## src/rtl/alu_cmd_issuer.sv

```systemverilog
// Issue stage for the 4-op sequential ALU: buffers commands in a circular FIFO
// and launches at most one per clock onto registered alu_* outputs.
module alu_cmd_issuer #(
    parameter int DEPTH = 4,
    parameter int DW    = 3
) (
    input  logic                   clk,
    input  logic                   rst,
    input  logic                   in_valid,
    output logic                   in_ready,
    input  logic [DW-1:0]          in_din0,
    input  logic [DW-1:0]          in_din1,
    input  logic [1:0]             in_sel,
    input  logic                   hold,
    output logic [DW-1:0]          alu_din0,
    output logic [DW-1:0]          alu_din1,
    output logic [1:0]             alu_sel,
    output logic                   issue,
    output logic                   res_valid,
    output logic [$clog2(DEPTH):0] level,
    output logic [7:0]             op_count
);
    localparam int AW = $clog2(DEPTH);
    localparam logic [AW:0]   FULL_LVL = (AW+1)'(DEPTH);
    localparam logic [AW:0]   LVL_ONE  = (AW+1)'(1);
    localparam logic [AW-1:0] PTR_ONE  = AW'(1);

    typedef struct packed {
        logic [DW-1:0] a;
        logic [DW-1:0] b;
        logic [1:0]    sel;
    } cmd_t;

    typedef enum logic [1:0] {IDLE, RUN, STALL} state_t;

    // Idle slot drives AND of zeros so the ALU output reads 0 between commands
    localparam cmd_t NOP = '{a: '0, b: '0, sel: 2'b10};

    cmd_t          mem_q [DEPTH];
    logic [AW-1:0] wr_ptr_q, rd_ptr_q;
    logic [AW:0]   level_q, level_d;
    state_t        state_q, state_d;
    cmd_t          alu_q;
    logic          issue_q, res_valid_q;
    logic [7:0]    op_count_q;
    logic          push, pop, full, empty;

    assign full  = (level_q == FULL_LVL);
    assign empty = (level_q == '0);
    assign push  = in_valid && !full;
    assign pop   = (state_q == RUN) && !hold && !empty;

    always_comb begin
        state_d = state_q;
        case (state_q)
            IDLE:    if (push) state_d = RUN;
            RUN: begin
                if (hold)                                     state_d = STALL;
                else if (pop && level_q == LVL_ONE && !push)  state_d = IDLE;
            end
            STALL:   if (!hold) state_d = RUN;
            default: state_d = IDLE;
        endcase
    end

    always_comb begin
        level_d = level_q;
        if (push && !pop)      level_d = level_q + LVL_ONE;
        else if (pop && !push) level_d = level_q - LVL_ONE;
    end

    // Storage needs no reset: an entry is only read after it has been written
    always_ff @(posedge clk) begin
        if (push) mem_q[wr_ptr_q] <= '{a: in_din0, b: in_din1, sel: in_sel};
    end

    always_ff @(posedge clk) begin
        if (rst) begin
            state_q     <= IDLE;
            wr_ptr_q    <= '0;
            rd_ptr_q    <= '0;
            level_q     <= '0;
            alu_q       <= NOP;
            issue_q     <= 1'b0;
            res_valid_q <= 1'b0;
            op_count_q  <= '0;
        end else begin
            state_q     <= state_d;
            level_q     <= level_d;
            res_valid_q <= issue_q;
            issue_q     <= pop;
            if (push) wr_ptr_q <= wr_ptr_q + PTR_ONE;
            if (pop) begin
                rd_ptr_q   <= rd_ptr_q + PTR_ONE;
                alu_q      <= mem_q[rd_ptr_q];
                op_count_q <= op_count_q + 8'd1;
            end else begin
                alu_q <= NOP;
            end
        end
    end

    assign in_ready  = !full;
    assign alu_din0  = alu_q.a;
    assign alu_din1  = alu_q.b;
    assign alu_sel   = alu_q.sel;
    assign issue     = issue_q;
    assign res_valid = res_valid_q;
    assign level     = level_q;
    assign op_count  = op_count_q;
endmodule

```

## config.mk

```make
export PLATFORM = sky130hd
export DESIGN_NAME = alu_cmd_issuer
export DESIGN_NICKNAME = d
export VERILOG_FILES = /design/src/rtl/alu_cmd_issuer.sv
export SDC_FILE = /design/constraint.sdc
export NUM_CORES = 1
export LEC_CHECK = 0
export BUFFER_PORTS_ARGS = -buffer_cell sky130_fd_sc_hd__clkbuf_2
export CAP_MARGIN = 20
export CORE_ASPECT_RATIO = 0.75
export CORE_MARGIN = 4
export CORE_UTILIZATION = 40
export DETAILED_ROUTE_END_ITERATION = 7
export SLEW_MARGIN = 20
export SYNTH_ARGS = -nofsm -noshare
export SYNTH_HDL_FRONTEND = slang
export SYNTH_SLANG_ARGS = --single-unit
```

## constraint.sdc

```tcl
create_clock -name clk -period 5.3 [get_ports clk]
set_clock_uncertainty 0.2 [all_clocks]
set_input_delay 1.06 -clock clk [delete_from_list [all_inputs] [get_ports clk]]
set_output_delay 1.06 -clock clk [all_outputs]
set_load 0.03 [all_outputs]
```

==> run summary <==
Post-CTS Resized = 0
post-synthesis async set-or-reset flop share = 0
DIE AREA = 0.00720 mm2
met2 WL post-DR = 2.06 mm
Fmax achieved = 376 MHz
M1 wire length = 1.96 mm
crit share post-route = 0.502
# rows = 23
Final Hold Fails = 0
Syn Std Cell Area = 0.00236 mm2
#FFs+latches synth = 59
static leakage = 0.00105 uW
Post-CTS Setup Bufs = 0
Ant. Diodes = 0
Reg clk slew, reported paths = 70 ps
status = completed
routed len/inst = 15.0 um
FILL cells = 510
Power Density = 409 mW/mm2
ys flop type = edfxtp_1
DRT iter0 DRCs = 83
Final Setup Violations = 0
I/O pin total = 34
Worst Hold Class = flip-flop to flip-flop
Initial Utilization = 0.427
core box area = 0.00553 mm2
H-tree levels = 3
Startpoint Class = flip-flop
ANT nets after route = 0
Peak VDD IR = 0.000225 V
vias per cell = 4.83
Synth area leaders = edfxtp_1, dfxtp_1, mux4_2
DIE HEIGHT = 74.5 um
top layer in use = met4
sequential fraction of the synthesis area = 0.636
commonest cells after routing, fill and taps aside = clkbuf_2, edfxtp_1, dfxtp_1
1st-pass router iterations = 4
area leader, netlist = edfxtp_1
WP data arrival = 2710 ps
initial antenna violation count = 0
placed cell area = 0.00259 mm2
CTS tree = yes
routed vias = 1,373
Post-Syn Instances = 165
die width = 96.7 um
vias in the first global route = 1,432
Clock Latency Late Sink = 330 ps
Synth Warn # = 0
Worst EP required = 5350 ps
Slew Limit Fails = 0
GR Util All Layers = 0.127
final wirelength = 4.27 mm
area growth from synthesis to layout = 18.7%
share of layout cells above drive strength 1 = 0.297
library cells used by synthesis = 35
grt ovf = 0
worst slew pin tran = 630 ps
Final HPWL DP = 2.88 mm
gpl congestion = 0.805
hold buffers post-CTS = 0
Met3 Wirelength = 202 um
CTS root buf = clkbuf_8
Synth top area share = 0.407
Final #Nets = 226
largest net degree at the start of global routing = 22
setup TNS = 0 ps
most common cell after layout, fill and taps aside = clkbuf_2
max_cap viols = 0
post-layout minimum cycle time = 2660 ps
first-pass GRT wire length = 6.96 mm
CP endpoint kind = flip-flop
DR DRC count = 0
Num CTS Buffers = 9
Max clock buf depth = 2
buffers added on ports = 33
Syn Nets = 187
number of synthesized flops with an enable pin = 32
Avg Cell Area, Syn = 14.3 um2
crit-path max FO = 8
slew margin rel. = 0.579
Final Cell Area = 0.00280 mm2
clk sinks = 59
WS Path Type = flip-flop to flip-flop
RSZ-0062 raised after global routing = no
## worst max-delay path, stage by stage (launching register included)
cell and delay (ps):
dfxtp_1 430, inv_1 100, ha_1 270, nor2b_2 240, nor3_4 310, inv_2 80, ha_1 350, or3_2 470
a21oi_1 150
## flip-flops by register name, summed over array words and instances, names as in the netlist
register	count
rd_ptr_q	2
state_q	2
alu_din1	3
mem_q	32
op_count	8
alu_sel	2
res_valid	1
level	3
issue	1
alu_din0	3
wr_ptr_q	2
## power breakdown
part / total (uW) / switching (uW) / internal [uW]
Combinational: 187 / 114 / 72.6
Clock: 408 / 170 / 238
Sequential: 550 / 27.7 / 523
Total: 1150 / 312 / 833
## Yosys cell counts (4+ instances only)
cell type  instances
and2_1             4
xnor2_1           10
edfxtp_1          32
and2b_1            5
mux4_2             8
a21oi_1            4
inv_1              5
dfxtp_1           27
nor2_1            18
ha_1              10
## cell families (layout without fill, tap and decap cells)
kind of cell / after synthesis / in the layout / synth area share
AO/OA/AOI/OAI: 8 / 8 / 0.0207
XOR/XNOR: 12 / 12 / 0.0445
adder cells (fa/ha/maj): 10 / 10 / 0.0530
buffers and inverters: 11 / 55 / 0.0212
flip-flops: 59 / 59 / 0.636
multiplexers: 10 / 10 / 0.0848
AND/OR/NAND/NOR: 55 / 55 / 0.139
## per-layer routing
| layer | track usage | up-vias |
|---|---|---|
| li1 | - | 672 |
| met1 | 0.151 | 669 |
| met2 | 0.211 | 26 |
| met3 | 0.0619 | 6 |
| met4 | 0.0327 | 0 |
| met5 | 0 | - |
## path summary, 6_finish.rpt
kind                          from               endpoint  slack (ps)  cells past startpoint
max          level[0]$_SDFFE_PP0P_  level[2]$_SDFFE_PP0P_        2640                      8
min reg2reg       issue$_SDFF_PP0_   res_valid$_SDFF_PP0_         280                      1
max reg2reg  level[0]$_SDFFE_PP0P_  level[2]$_SDFFE_PP0P_        2640                      8
min               issue$_SDFF_PP0_   res_valid$_SDFF_PP0_         280                      1
## stage by stage
step / worst slack [ps] / total power, uW / std cells / util / hold WS (ps)
after global routing: 2510 / 1200 / 284 / 0.507 / 300
after CTS: 2630 / 1160 / 284 / 0.507 / 286
after global placement: 2490 / 738 / 268 / 0.469 / 271
after floorplan: 2590 / 704 / 165 / - / 338
final: 2640 / 1150 / 284 / 0.507 / 277
after detailed placement: 2430 / 748 / 268 / 0.469 / 276
## area by class of cell
cell class	count	area, um2	share of cell area
clock buffers	13	191	0.0684
clock inverters	3	17.5	0.00626
inverters	6	22.5	0.00804
multi-input cells	95	808	0.289
flip-flops and latches	59	1500	0.536
well taps	75	93.8	0.0335
repair buffers	33	165	0.0590
Note: power is estimated with default switching activity, not from simulation.
